`config.mk`:
```
export PLATFORM = sky130hd
export DESIGN_NAME = ram_arbiter_flat
export DESIGN_NICKNAME = d
export VERILOG_FILES = /design/src/rtl/ram_arbiter_pkg.sv /design/src/rtl/ram_arbiter_if.sv /design/src/rtl/rr_pick2.sv /design/src/rtl/ram_arbiter.sv /design/src/flat_wrapper.sv
export SDC_FILE = /design/constraint.sdc
export NUM_CORES = 1
export LEC_CHECK = 0
export BUFFER_PORTS_ARGS = -buffer_cell sky130_fd_sc_hd__buf_2
export CAP_MARGIN = 40
export CORE_AREA = 2 2 87 89
export DETAILED_ROUTE_END_ITERATION = 10
export DIE_AREA = 0 0 89 91
export MAX_ROUTING_LAYER = met4
export PLACE_DENSITY_LB_ADDON = 0.15
export SLEW_MARGIN = 15
export SYNTH_ARGS = -nofsm -noshare
export SYNTH_HDL_FRONTEND = slang
export SYNTH_SLANG_ARGS = --single-unit
```
`constraint.sdc`:
```
create_clock -name clk -period 3.35 [get_ports clk]
set_input_delay 0.335 -clock clk [delete_from_list [all_inputs] [get_ports clk]]
set_output_delay 0.335 -clock clk [all_outputs]
set_load 0.02 [all_outputs]
```
`src/rtl/ram_arbiter_pkg.sv`:
```
// Purpose: shared types and constants for the two-port RAM arbiter.
// Latency: none (declarations only).
// Backpressure: n/a.
package ram_arbiter_pkg;

    // Arbiter FSM encoding: free arbitration, or burst-locked to requester 0/1
    typedef enum logic [1:0] {
        ST_ARB   = 2'd0,
        ST_LOCK0 = 2'd1,
        ST_LOCK1 = 2'd2
    } arb_state_t;

    // Requester indices into the rq_* vectors
    localparam int REQ_CORE   = 0;   // core data port
    localparam int REQ_LOADER = 1;   // loader/debug port

    // Default geometry and burst limit
    localparam int DEF_AW       = 13;
    localparam int DEF_MAX_LOCK = 16;

    // Index of the requester that is not idx
    function automatic logic other_req(input logic idx);
        return ~idx;
    endfunction

endpackage

```
`src/rtl/ram_arbiter_if.sv`:
```
// Purpose: requester-side and RAM-side signal bundle of the arbiter.
// Latency: none (wiring only).
// Backpressure: requesters hold req/addr/data until they see gnt.
interface ram_arbiter_if
    import ram_arbiter_pkg::*;
#(
    parameter int AW = DEF_AW
);
    // Requester side
    logic [1:0]    rq_req;
    logic [1:0]    rq_lock;
    logic [3:0]    rq_we0;
    logic [3:0]    rq_we1;
    logic [AW-1:0] rq_addr0;
    logic [AW-1:0] rq_addr1;
    logic [31:0]   rq_wdata0;
    logic [31:0]   rq_wdata1;
    logic [1:0]    rq_gnt;
    logic [1:0]    rq_rvalid;
    logic [31:0]   rq_rdata;

    // RAM side
    logic          ram_en;
    logic [3:0]    ram_we;
    logic [AW-1:0] ram_addr;
    logic [31:0]   ram_wdata;
    logic [31:0]   ram_rdata;

    // Environment view: requesters plus the RAM macro
    modport master (
        output rq_req, rq_lock, rq_we0, rq_we1, rq_addr0, rq_addr1,
               rq_wdata0, rq_wdata1, ram_rdata,
        input  rq_gnt, rq_rvalid, rq_rdata, ram_en, ram_we, ram_addr,
               ram_wdata
    );

    // Arbiter view
    modport slave (
        input  rq_req, rq_lock, rq_we0, rq_we1, rq_addr0, rq_addr1,
               rq_wdata0, rq_wdata1, ram_rdata,
        output rq_gnt, rq_rvalid, rq_rdata, ram_en, ram_we, ram_addr,
               ram_wdata
    );

endinterface

```
`src/rtl/rr_pick2.sv`:
```
// Purpose: two-way round-robin pick; the pointer breaks ties only.
// Latency: combinational.
// Backpressure: none; a sole requester always wins.
module rr_pick2 (
    input  logic [1:0] i_req,
    input  logic       i_ptr,
    output logic [1:0] o_gnt
);

    // One-hot pick: sole requester wins, on contention the pointer decides
    always_comb begin
        o_gnt = 2'b00;
        case (i_req)
            2'b01:   o_gnt = 2'b01;
            2'b10:   o_gnt = 2'b10;
            2'b11:   o_gnt = i_ptr ? 2'b10 : 2'b01;
            default: o_gnt = 2'b00;
        endcase
    end

endmodule

```
`src/rtl/ram_arbiter.sv`:
```
// Purpose: arbitrates two requesters onto one single-port RAM, with burst lock.
// Latency: grant and RAM drive same cycle; read data/rvalid one cycle later.
// Backpressure: a requester waits with req high until gnt; locks are capped at MAX_LOCK.
module ram_arbiter
    import ram_arbiter_pkg::*;
#(
    parameter int AW       = DEF_AW,
    parameter int MAX_LOCK = DEF_MAX_LOCK
) (
    input  logic          clk,
    input  logic          resetn,
    ram_arbiter_if.slave  bus
);

    localparam int            CW      = $clog2(MAX_LOCK + 1);
    localparam logic [CW-1:0] MAX_CNT = CW'(MAX_LOCK);
    // With a limit of one there is nothing to hold, so lock is never entered
    localparam bit            LOCK_EN = (MAX_LOCK > 1);

    arb_state_t    r_state;
    logic          r_ptr;
    logic [CW-1:0] r_cnt;
    logic [1:0]    r_rvalid;

    logic [1:0]    w_pick;
    logic [1:0]    w_gnt;
    logic          w_lock_idx;
    logic          w_own_req;
    logic          w_own_lock;
    logic [CW-1:0] w_cnt_inc;
    logic          w_release;
    logic [3:0]    w_ram_we;
    logic [AW-1:0] w_ram_addr;
    logic [31:0]   w_ram_wdata;

    rr_pick2 u_pick (
        .i_req (bus.rq_req),
        .i_ptr (r_ptr),
        .o_gnt (w_pick)
    );

    // Owner-of-lock view used by both the grant and the release decision
    assign w_lock_idx = (r_state == ST_LOCK1);
    assign w_own_req  = bus.rq_req[w_lock_idx];
    assign w_own_lock = bus.rq_lock[w_lock_idx];
    assign w_cnt_inc  = r_cnt + CW'(1);
    assign w_release  = !w_own_req || !w_own_lock || (w_cnt_inc >= MAX_CNT);

    // Grant: round-robin in ARB, owner-only while locked, nothing during reset
    always_comb begin
        w_gnt = 2'b00;
        case (r_state)
            ST_ARB:   w_gnt = w_pick;
            ST_LOCK0: w_gnt = {1'b0, bus.rq_req[REQ_CORE]};
            ST_LOCK1: w_gnt = {bus.rq_req[REQ_LOADER], 1'b0};
            default:  w_gnt = 2'b00;
        endcase
        if (!resetn) begin
            w_gnt = 2'b00;
        end
    end

    // RAM port follows the granted requester; idle port never writes
    always_comb begin
        w_ram_we    = 4'b0000;
        w_ram_addr  = bus.rq_addr0;
        w_ram_wdata = bus.rq_wdata0;
        if (w_gnt[REQ_LOADER]) begin
            w_ram_we    = bus.rq_we1;
            w_ram_addr  = bus.rq_addr1;
            w_ram_wdata = bus.rq_wdata1;
        end else if (w_gnt[REQ_CORE]) begin
            w_ram_we    = bus.rq_we0;
        end
    end

    // Arbitration FSM with round-robin pointer and burst counter
    always_ff @(posedge clk or negedge resetn) begin
        if (!resetn) begin
            r_state <= ST_ARB;
            r_ptr   <= 1'b0;
            r_cnt   <= '0;
        end else begin
            case (r_state)
                ST_ARB: begin
                    if (|w_gnt) begin
                        r_ptr <= other_req(w_gnt[REQ_LOADER]);
                        if (LOCK_EN && w_gnt[REQ_CORE] && bus.rq_lock[REQ_CORE]) begin
                            r_state <= ST_LOCK0;
                            r_cnt   <= CW'(1);
                        end else if (LOCK_EN && w_gnt[REQ_LOADER] && bus.rq_lock[REQ_LOADER]) begin
                            r_state <= ST_LOCK1;
                            r_cnt   <= CW'(1);
                        end
                    end
                end
                ST_LOCK0, ST_LOCK1: begin
                    // Leaving hands priority to the other side so a capped burst
                    // cannot immediately re-lock over a waiting requester
                    if (w_release) begin
                        r_state <= ST_ARB;
                        r_ptr   <= other_req(w_lock_idx);
                        r_cnt   <= '0;
                    end else begin
                        r_cnt   <= w_cnt_inc;
                    end
                end
                default: begin
                    r_state <= ST_ARB;
                    r_cnt   <= '0;
                end
            endcase
        end
    end

    // Read-return tag: the RAM answers one cycle after an accepted read
    always_ff @(posedge clk or negedge resetn) begin
        if (!resetn) begin
            r_rvalid <= 2'b00;
        end else begin
            r_rvalid[REQ_CORE]   <= w_gnt[REQ_CORE]   && (bus.rq_we0 == 4'b0000);
            r_rvalid[REQ_LOADER] <= w_gnt[REQ_LOADER] && (bus.rq_we1 == 4'b0000);
        end
    end

    assign bus.rq_gnt    = w_gnt;
    assign bus.rq_rvalid = r_rvalid;
    assign bus.rq_rdata  = (|r_rvalid) ? bus.ram_rdata : 32'h0;
    assign bus.ram_en    = |w_gnt;
    assign bus.ram_we    = w_ram_we;
    assign bus.ram_addr  = w_ram_addr;
    assign bus.ram_wdata = w_ram_wdata;

endmodule

```
`src/flat_wrapper.sv`:
```
// flat-port wrapper written by rule: the top's interface ports become plain ports
module ram_arbiter_flat import ram_arbiter_pkg::*;
#(
    parameter int AW       = DEF_AW,
    parameter int MAX_LOCK = DEF_MAX_LOCK
)
  (clk, resetn, bus_rq_req, bus_rq_lock, bus_rq_we0, bus_rq_we1, bus_rq_addr0, bus_rq_addr1, bus_rq_wdata0, bus_rq_wdata1, bus_ram_rdata, bus_rq_gnt, bus_rq_rvalid, bus_rq_rdata, bus_ram_en, bus_ram_we, bus_ram_addr, bus_ram_wdata);
  ram_arbiter_if #(.AW(AW)) bus_i ();
  input  logic clk;
  input  logic resetn;
  input wire logic [$bits(bus_i.rq_req)-1:0] bus_rq_req;
  input wire logic [$bits(bus_i.rq_lock)-1:0] bus_rq_lock;
  input wire logic [$bits(bus_i.rq_we0)-1:0] bus_rq_we0;
  input wire logic [$bits(bus_i.rq_we1)-1:0] bus_rq_we1;
  input wire logic [$bits(bus_i.rq_addr0)-1:0] bus_rq_addr0;
  input wire logic [$bits(bus_i.rq_addr1)-1:0] bus_rq_addr1;
  input wire logic [$bits(bus_i.rq_wdata0)-1:0] bus_rq_wdata0;
  input wire logic [$bits(bus_i.rq_wdata1)-1:0] bus_rq_wdata1;
  input wire logic [$bits(bus_i.ram_rdata)-1:0] bus_ram_rdata;
  output wire logic [$bits(bus_i.rq_gnt)-1:0] bus_rq_gnt;
  output wire logic [$bits(bus_i.rq_rvalid)-1:0] bus_rq_rvalid;
  output wire logic [$bits(bus_i.rq_rdata)-1:0] bus_rq_rdata;
  output wire logic [$bits(bus_i.ram_en)-1:0] bus_ram_en;
  output wire logic [$bits(bus_i.ram_we)-1:0] bus_ram_we;
  output wire logic [$bits(bus_i.ram_addr)-1:0] bus_ram_addr;
  output wire logic [$bits(bus_i.ram_wdata)-1:0] bus_ram_wdata;
  assign bus_i.rq_req = bus_rq_req;
  assign bus_i.rq_lock = bus_rq_lock;
  assign bus_i.rq_we0 = bus_rq_we0;
  assign bus_i.rq_we1 = bus_rq_we1;
  assign bus_i.rq_addr0 = bus_rq_addr0;
  assign bus_i.rq_addr1 = bus_rq_addr1;
  assign bus_i.rq_wdata0 = bus_rq_wdata0;
  assign bus_i.rq_wdata1 = bus_rq_wdata1;
  assign bus_i.ram_rdata = bus_ram_rdata;
  assign bus_rq_gnt = bus_i.rq_gnt;
  assign bus_rq_rvalid = bus_i.rq_rvalid;
  assign bus_rq_rdata = bus_i.rq_rdata;
  assign bus_ram_en = bus_i.ram_en;
  assign bus_ram_we = bus_i.ram_we;
  assign bus_ram_addr = bus_i.ram_addr;
  assign bus_ram_wdata = bus_i.ram_wdata;
  ram_arbiter #(.AW(AW), .MAX_LOCK(MAX_LOCK)) u_core (.clk(clk), .resetn(resetn), .bus(bus_i));
endmodule
```
==> results of run 1 <==
## synthesized netlist by cell type (2+ instances only)
| cell | count | area (sq um) |
|---|---|---|
| inv_1 | 5 | 18.8 |
| a21o_1 | 2 | 15.0 |
| or4_1 | 2 | 15.0 |
| o21ai_0 | 4 | 20.0 |
| clkbuf_1 | 8 | 30.0 |
| a31oi_1 | 3 | 18.8 |
| nand2_1 | 143 | 537 |
| nor2_1 | 5 | 18.8 |
| nor2b_1 | 32 | 200 |
| nand3b_1 | 2 | 15.0 |
| a22o_1 | 5 | 43.8 |
| buf_2 | 5 | 25.0 |
| nand2b_1 | 2 | 12.5 |
| dfrtp_1 | 10 | 250 |
| nand3_1 | 6 | 30.0 |
| ha_1 | 5 | 62.6 |
## layer usage
| metal | GRT usage | vias up | share of wire |
|---|---|---|---|
| met1 | 0.157 | 1032 | 0.35 |
| li1 | - | 1241 | - |
| met2 | 0.298 | 146 | 0.53 |
| met4 | 0.0311 | 0 | 0.012 |
| met5 | - | - | 0 |
| met3 | 0.0245 | 8 | 0.11 |
## repair_timing
action                                 CTS  global route
buffers inserted                         0             0
endpoints found under the hold margin   10             0
hold buffers                             1             0
## cell type report
type / instances / share of cell area
Timing Repair Buffer: 226 / 0.420
Clock buffer: 4 / 0.0201
Tap cell: 99 / 0.0452
Multi-Input combinational cell: 227 / 0.416
Inverter: 6 / 0.00822
Sequential cell: 10 / 0.0913
## report_power, final
group	leakage (uW)	total, uW	switching [uW]	internal (uW)
Combinational	0.00162	984	621	363
Sequential	0.000132	170	23.4	147
Clock	0.0000288	150	47.0	103
Total	0.00178	1300	692	613
## kinds of logic (layout without fill, tap and decap cells)
family | Yosys count | count (layout) | synth area share
adder cells (fa/ha/maj) | 5 | 5 | 0.0429
multiplexers | 1 | 1 | 0.00686
AO/OA/AOI/OAI | 19 | 19 | 0.0986
buffers and inverters | 19 | 236 | 0.0532
AND/OR/NAND/NOR | 202 | 202 | 0.627
flip-flops | 10 | 10 | 0.172
## stage by stage
stage / instance area (sq um) / instances
finish: 2740 / 572
global route: 2740 / 572
CTS: 2740 / 572
detailed placement: 2680 / 567
global placement: 2660 / 566
floorplan: 1460 / 256
## worst paths after layout
path | end | start | slack [ns] | depth (start not counted)
max in group asynchronous | u_core.bus.rq_rvalid[0] | resetn | 2.64 | 2
min in group asynchronous | u_core.r_cnt[3] | resetn | 0.50 | 2
worst max register to register | u_core.r_ptr | u_core.r_state[0] | 1.40 | 7
worst max-delay path | bus_ram_wdata[27] | resetn | 0.62 | 9
worst min register to register | u_core.r_cnt[1] | u_core.r_cnt[1] | 0.52 | 2
worst min-delay path | u_core.bus.rq_rvalid[1] | bus_rq_we1[3] | 0.37 | 3
## critical path, stage by stage
cell and delay (ns):
dlygate4sd3_1 0.52, buf_2 0.26, nor2b_2 0.27, nand3_2 0.10
inv_2 0.33, buf_4 0.27, nand2_1 0.07, nand2_1 0.06
buf_2 0.17
## registers in the layout (all words and copies together), names as in the netlist
register              count
u_core.r_cnt              5
u_core.r_state            2
u_core.r_ptr              1
u_core.bus.rq_rvalid      2
==> flow_summary.toml, run 1 <==
[floorplan]
die_area_sq_mm = 0.00810
start_util = 0.204
fp.dieH_um = 91
coreArea_sq_mm = 0.00714
dieWidth_um = 89
io_pins = 222
num_rows = 31

[synth]
syn_area_sq_mm = 0.00146
yosysWarnings = 0
synth-edff-count = 0
yosys_register_bits = 10
syn_avg_cell_area_sq_um = 5.70
seq_area_frac_synth = 0.172
synthesis.nets = 397
postSynth.asyncResetShare = 1.00
netlist_instances = 256
synth_flop_cell = "dfrtp_1"
synth_cell_types = 33

[clocking]
cts_max_level = 1
cts_root_buf = "clkbuf_8"
ctsResizeCount = 0
max-clock-path-buffers = 2
cts_inserted_buffers = 3
cts_tree = "yes"
insertion_delay_ns = 0.24
clock-sinks = 10
path_clk_slew_ns = 0.05

[global_routing]
grt_pass1_vias = 2261
grt_pass1_wl_um = 9810
grt_max_degree = 50
antenna_found_initial = 0
grt_overflow = 0
grt_use_total = 0.153

[worst_setup_path]
critPathKind = "input port to primary output"
cp-start-kind = "input port"
arrival_ns = 2.40
critical_path_required_ns = 3.01
end_kind = "primary output"
critPathMaxFanout = 26

[power_and_ir_drop]
finalPower_uw = 1300
leakagePower_uw = 0.00178
max-vdd-ir-drop_mv = 0.151
power_density_mw_per_mm2 = 476

[timing]
tns_ns = 0
slew_headroom = 0.665
worst_slack_ns = 0.619
fin_crit_sh = 0.815
fmax_ghz = 0.366
tightest_slew_ns = 0.502
period_needed_ns = 2.73
grt_setup_unrepaired = "false"
maxSlewViolCount = 0
whs_ns = 0.368
setup_viol = 0
skew_ns = 0.00426
hold_viol = 0

[final_layout]
layout_common_cells = "221 x buf_2, 143 x nand2_1, 32 x nor2b_1, 10 x dfrtp_1"
fin_nets = 615
register_area_sq_um = 250
layout-drive-gt1-share = 0.503
post-route-util = 0.384
multi_input_area_sq_mm = 0.00114
n_antenna_cell = 0
synthToLayoutAreaGrowth_pct = 87.8
nFillCells = 833
layout_commonest_cell = "buf_2"

[placed_design]
place_ws_ns = 1.01
gp_congestion = 0.879
dp_hpwl_um = 5460
io_buffers = 221

[hold_path]
min_path_type = "input port to flip-flop"

[detailed_routing]
drc = 0
routedWlPerCell_um = 11.3
ant_nets = 0
drtIter0Drc = 72
vias = 2427
first_pass_iters = 4
vias_per_cell = 4.24
drt-total-wl_um = 6480

[job]
drv_cap = 0

[status]
outcome = "finished clean"
Power figures use the tool's default switching activity.
==> run 2: changes to the inputs <==
==> constraint.sdc (replaced) <==
create_clock -name clk -period 2.6 [get_ports clk]
set_input_delay 0.26 -clock clk [delete_from_list [all_inputs] [get_ports clk]]
set_output_delay 0.26 -clock clk [all_outputs]
set_load 0.02 [all_outputs]
==> run 2 against run 1 <==
  * Routed wire length increased by 1.9%
  * Combinational power grew 30%
  * First-iteration DRC count grew 22%
  * Critical endpoint is now bus_ram_we[2]
  * Largest power group unchanged
  * Highest routed layer unchanged
==> flow_summary.toml, run 2 (synthesis results as in run 1) <==
[status]
outcome = "finished clean"

[power_and_ir_drop]
power_density_mw_per_mm2 = 621
max-vdd-ir-drop_mv = 0.242
leakagePower_uw = 0.00178

[floorplan]
num_rows = 31
io_pins = 222
die_area_sq_mm = 0.00810
start_util = 0.204
coreArea_sq_mm = 0.00714
fp.dieH_um = 91
dieWidth_um = 89

[clocking]
clock-sinks = 10
max-clock-path-buffers = 2
cts_inserted_buffers = 3
cts_root_buf = "clkbuf_8"
cts_tree = "yes"
insertion_delay_ns = 0.25
cts_max_level = 1
path_clk_slew_ns = 0.05

[worst_setup_path]
critPathKind = "flip-flop to primary output"
critical_path_required_ns = 2.34
critPathMaxFanout = 38
end_kind = "primary output"
cp-start-kind = "flip-flop"
arrival_ns = 2.19

[placed_design]
placed_cell_area_sq_mm = 0.00268
io_buffers = 221
dp_hpwl_um = 5520
gp_congestion = 0.883

[final_layout]
largest-register = "u_core.r_cnt"
layout-drive-gt1-share = 0.504
layout_commonest_cell = "buf_2"
fin_area_sq_mm = 0.00275
register_area_sq_um = 250
largest_register_ffs = 5
fin_nets = 614
nFillCells = 826
synthToLayoutAreaGrowth_pct = 88.5
layout_common_cells = "220 x buf_2, 143 x nand2_1, 32 x nor2b_1, 10 x dfrtp_1"
multi_input_area_sq_mm = 0.00114

[global_routing]
antenna_found_initial = 1
grt_overflow = 0
grt_max_degree = 50
grt_pass1_vias = 2308
grt_use_total = 0.158
grt_pass1_wl_um = 10000

[detailed_routing]
first_pass_iters = 4
vias_per_cell = 4.29
routedWlPerCell_um = 11.5
drtIter0Drc = 88
drc = 0
vias = 2455
drt-total-wl_um = 6600
ant_nets = 0

[timing]
setup_viol = 0
skew_ns = 0.00163
fin_crit_sh = 0.941
grt_setup_unrepaired = "true"
tns_ns = 0
tightest_slew_ns = 0.502
period_needed_ns = 2.45
hold_viol = 0
maxSlewViolCount = 0
whs_ns = 0.276
fmax_ghz = 0.409
slew_headroom = 0.666

[hold_path]
min_path_type = "input port to flip-flop"

[job]
drv_cap = 0
## run 2: per-layer routing
| layer | track usage | vias to the layer above | part of all wire |
|---|---|---|---|
| met5 | - | - | 0 |
| met3 | 0.0136 | 11 | 0.10 |
| met4 | 0.0535 | 0 | 0.020 |
| met2 | 0.309 | 143 | 0.52 |
| met1 | 0.158 | 1059 | 0.35 |
| li1 | - | 1242 | - |
## run 2: critical path: stages, from the launching register on
cell and delay [ns]:
dfrtp_1 0.40, inv_1 0.08, ha_1 0.26, a21o_1 0.23, nand3_2 0.10, clkinv_2 0.20, buf_12 0.25, a22o_1 0.24
buf_2 0.16
## run 2: report_power, final
part	leakage, uW	switching [uW]	total [uW]	internal (uW)
sequential	0.000132	31.4	220	189
combinational	0.00162	803	1280	475
clock	0.0000288	75.6	210	134
total	0.00178	910	1710	798
## run 2: layout make-up
| class | count | share of cell area |
|---|---|---|
| Multi-Input combinational cell | 227 | 0.415 |
| Tap cell | 99 | 0.0450 |
| Clock buffer | 4 | 0.0200 |
| Sequential cell | 10 | 0.0910 |
| Antenna cell | 1 | 0.000910 |
| Inverter | 6 | 0.00864 |
| Timing Repair Buffer | 225 | 0.419 |
## run 2: per-stage QoR
| stage | power [uW] | utilization | worst slack [ns] | instances |
|---|---|---|---|---|
| floorplan | 1060 | - | 0.543 | 256 |
| global placement | 1510 | 0.375 | 0.405 | 566 |
| detailed placement | 1510 | 0.375 | 0.434 | 566 |
| CTS | 1730 | 0.384 | 0.0179 | 571 |
| global route | 1870 | 0.385 | -0.0155 | 572 |
| finish | 1710 | 0.385 | 0.153 | 572 |
## run 2: path summary, 6_finish.rpt
check,from,to,slack [ns],cells after the start
max in group asynchronous,resetn,u_core.r_cnt[1],2.02,2
min,bus_rq_we1[3],u_core.bus.rq_rvalid[1],0.28,3
min reg2reg,u_core.r_cnt[4],u_core.r_cnt[4],0.51,1
max,u_core.r_state[1],bus_ram_we[2],0.15,8
min in group asynchronous,resetn,u_core.r_cnt[2],0.41,2
max reg2reg,u_core.r_state[1],u_core.r_ptr,0.64,7
## run 2: timing repair
item,4_1_cts,5_1_grt
buffers inserted,0,0
endpoints found under the hold margin,10,0
resized for setup,0,3
hold buffers,1,0
setup endpoints to repair,0,37
==> run 3: changes to the inputs <==
--- a/config.mk
+++ b/config.mk
@@ -5,11 +5,12 @@
 export SDC_FILE = /design/constraint.sdc
 export NUM_CORES = 1
 export LEC_CHECK = 0
+export ABC_AREA = 1
 export BUFFER_PORTS_ARGS = -buffer_cell sky130_fd_sc_hd__buf_2
 export CAP_MARGIN = 40
-export CORE_AREA = 2 2 87 89
+export CORE_AREA = 2 2 85 87
 export DETAILED_ROUTE_END_ITERATION = 10
-export DIE_AREA = 0 0 89 91
+export DIE_AREA = 0 0 87 89
 export MAX_ROUTING_LAYER = met4
 export PLACE_DENSITY_LB_ADDON = 0.15
 export SLEW_MARGIN = 15
==> run 3 against run 2 <==
  * Setup slack improved by 0.098 ns
  * Flip-flop and latch count did not move
  * Highest routed layer unchanged
  * Critical path depth increased by 2
  * First-iteration DRC count shrank 16%
  * Sequential power hardly changed
  * Core utilization is 4.3 points higher
  * Die area shrank 4.4%
  * Area after synthesis rose by 16%
  * Combinational power decreased by 20%
  * Non-clock buffer count unchanged
  * Power down 18%
==> flow_summary.toml, run 3 <==
[status]
outcome = "finished clean"

[global_routing]
grt_overflow = 0
grt_use_total = 0.177
grt_max_degree = 56
grt_pass1_vias = 2285
antenna_found_initial = 2
grt_pass1_wl_um = 10500

[timing]
maxSlewViolCount = 0
fin_crit_sh = 0.904
fmax_ghz = 0.426
worst_slack_ns = 0.251
period_needed_ns = 2.35
grt_setup_unrepaired = "false"
hold_viol = 0
slew_headroom = 0.739
tns_ns = 0
setup_viol = 0
tightest_slew_ns = 0.392
skew_ns = 0.00183

[worst_setup_path]
slowest_delay_ns = 0.52
critPathMaxFanout = 33
arrival_ns = 2.09
end_kind = "primary output"
crit_buf_inv = 5
crit_path_top_delay_cell = "dlygate4sd3_1"
critical_path_required_ns = 2.34
cp-start-kind = "input port"
critPathKind = "input port to primary output"
cpLargestDelayFamily = "buffers and inverters"
r2r_slack_ns = 0.80
crit_chain = "dlygate4sd3_1 -> clkbuf_4 -> nand2_2 -> nor2_2 -> nand2_2 -> inv_2 -> buf_12 -> nand2_1 -> nand2_1 -> buf_2"

[clocking]
cts_inserted_buffers = 3
cts_root_buf = "clkbuf_8"
path_clk_slew_ns = 0.05
cts_max_level = 1
max-clock-path-buffers = 2
clock-sinks = 10
post_cts_buffers = 0
cts_tree = "yes"
insertion_delay_ns = 0.23

[synth]
synth_common_cells = "180 x nand2_1, 50 x inv_1, 40 x nor2_1, 15 x nand3_1, 10 x dfrtp_1"
postSynth.asyncResetShare = 1.00
yosysTopAreaCell = "nand2_1"
synthesis.nets = 481
synth_top_area_frac = 0.401
yosys_register_bits = 10
synth_cell_types = 21
synth-edff-count = 0
seq_area_frac_synth = 0.148
syn_area_sq_mm = 0.00169
syn_avg_cell_area_sq_um = 4.96
synth_flop_cell = "dfrtp_1"
synth_area_leaders = "nand2_1 40%, dfrtp_1 15%, inv_1 11%"
yosysWarnings = 0
netlist_instances = 340
synth_most_common_cell = "nand2_1"

[placed_design]
place_ws_ns = 0.418
gp_congestion = 0.810
placed_cell_area_sq_mm = 0.00281
io_buffers = 221
dp_hpwl_um = 6640

[final_layout]
largest_register_ffs = 5
fin_nets = 696
layout_commonest_cell = "buf_2"
largest-register = "u_core.r_cnt"
fin_area_sq_mm = 0.00288
layout_common_cells = "220 x buf_2, 180 x nand2_1, 50 x inv_1, 39 x nor2_1, 15 x nand3_1"
layout-drive-gt1-share = 0.434
synthToLayoutAreaGrowth_pct = 70.7

[detailed_routing]
first_pass_iters = 4
vias_per_cell = 4.20
drt-total-wl_um = 7560
routedWlPerCell_um = 11.9
drtIter0Drc = 74
ant_nets = 0
vias = 2667
drc = 0

[floorplan]
num_rows = 30
dieWidth_um = 87
start_util = 0.251
io_pins = 222
die_area_sq_mm = 0.00774
coreArea_sq_mm = 0.00672
fp.dieH_um = 89

[hold_path]
min_path_type = "input port to flip-flop"

[job]
drv_cap = 0

[power_and_ir_drop]
pwr-share-seq = 0.158
sw_frac_of_total = 0.538
p_clk_frac = 0.114
max-vdd-ir-drop_mv = 0.242
power_frac_comb = 0.729
finalPower_uw = 1400
internal-power_uw = 646
power.switching_uw = 752
power_density_mw_per_mm2 = 486
leakagePower_uw = 0.00209
run 3: cell count changes in the layout (fill, tap and decap cells not counted), sizes merged, moves of 3 or more:
cell,previous run,this run
a22o,5,0
a31oi,3,0
inv,5,54
nand2,143,183
nand3,6,16
nand4,1,6
nor2,6,43
nor2b,33,0
run 3: cells by family (layout without fill, tap and decap cells):
kind of cell | count (synthesis) | after routing | synth area share
AND/OR/NAND/NOR | 251 | 251 | 0.611
other | 0 | 2 | 0
flip-flops | 10 | 10 | 0.148
buffers and inverters | 69 | 282 | 0.189
adder cells (fa/ha/maj) | 5 | 5 | 0.0371
AO/OA/AOI/OAI | 5 | 5 | 0.0148
run 3: metal layers:
layer  vias up  part of all wire  global-route usage
met5         -                 0                   -
met4         0             0.032              0.0753
met3        12             0.085              0.0332
met2       137              0.50               0.314
met1      1094              0.38               0.193
li1       1424                 -                   -
run 3: power by group through the flow:
stage	clock network, uW	logic, uW	registers, uW
2_1_floorplan	0	700	212
3_3_place_gp	0	1020	220
3_5_place_dp	0	1020	222
4_1_cts	161	1030	220
5_1_grt	169	1140	226
6_report	159	1020	220
run 3: timing repair:
action                                  CTS  global route
hold buffers                              1             0
endpoints found under the hold margin    10             0
endpoints found under the setup margin    0             3
gates resized for setup                   0             2
run 3: final timing paths:
kind                                    from                 endpoint  depth (start not counted)
setup / recovery                      resetn            bus_ram_we[3]                         10
hold / removal                 bus_rq_we1[3]  u_core.bus.rq_rvalid[1]                          2
setup reg to reg           u_core.r_state[0]             u_core.r_ptr                          9
hold reg to reg                 u_core.r_ptr             u_core.r_ptr                          2
max in group asynchronous             resetn  u_core.bus.rq_rvalid[0]                          2
min in group asynchronous             resetn          u_core.r_cnt[0]                          2
run 3: layout make-up:
cell class,count,area (sq um)
multi-input combinational,261,1120
antenna,2,5.00
timing repair buffer,225,1160
sequential,10,250
clock buffer,3,41.3
fill,755,3840
inverter,54,203
tap,80,100
run 3: metrics by stage:
stage	hold WS (ns)	instances	utilization
floorplan	-0.0356	340	-
finish	0.256	635	0.428
global placement	0.150	629	0.419
CTS	0.258	633	0.426
detailed placement	0.152	629	0.419
global route	0.266	635	0.428
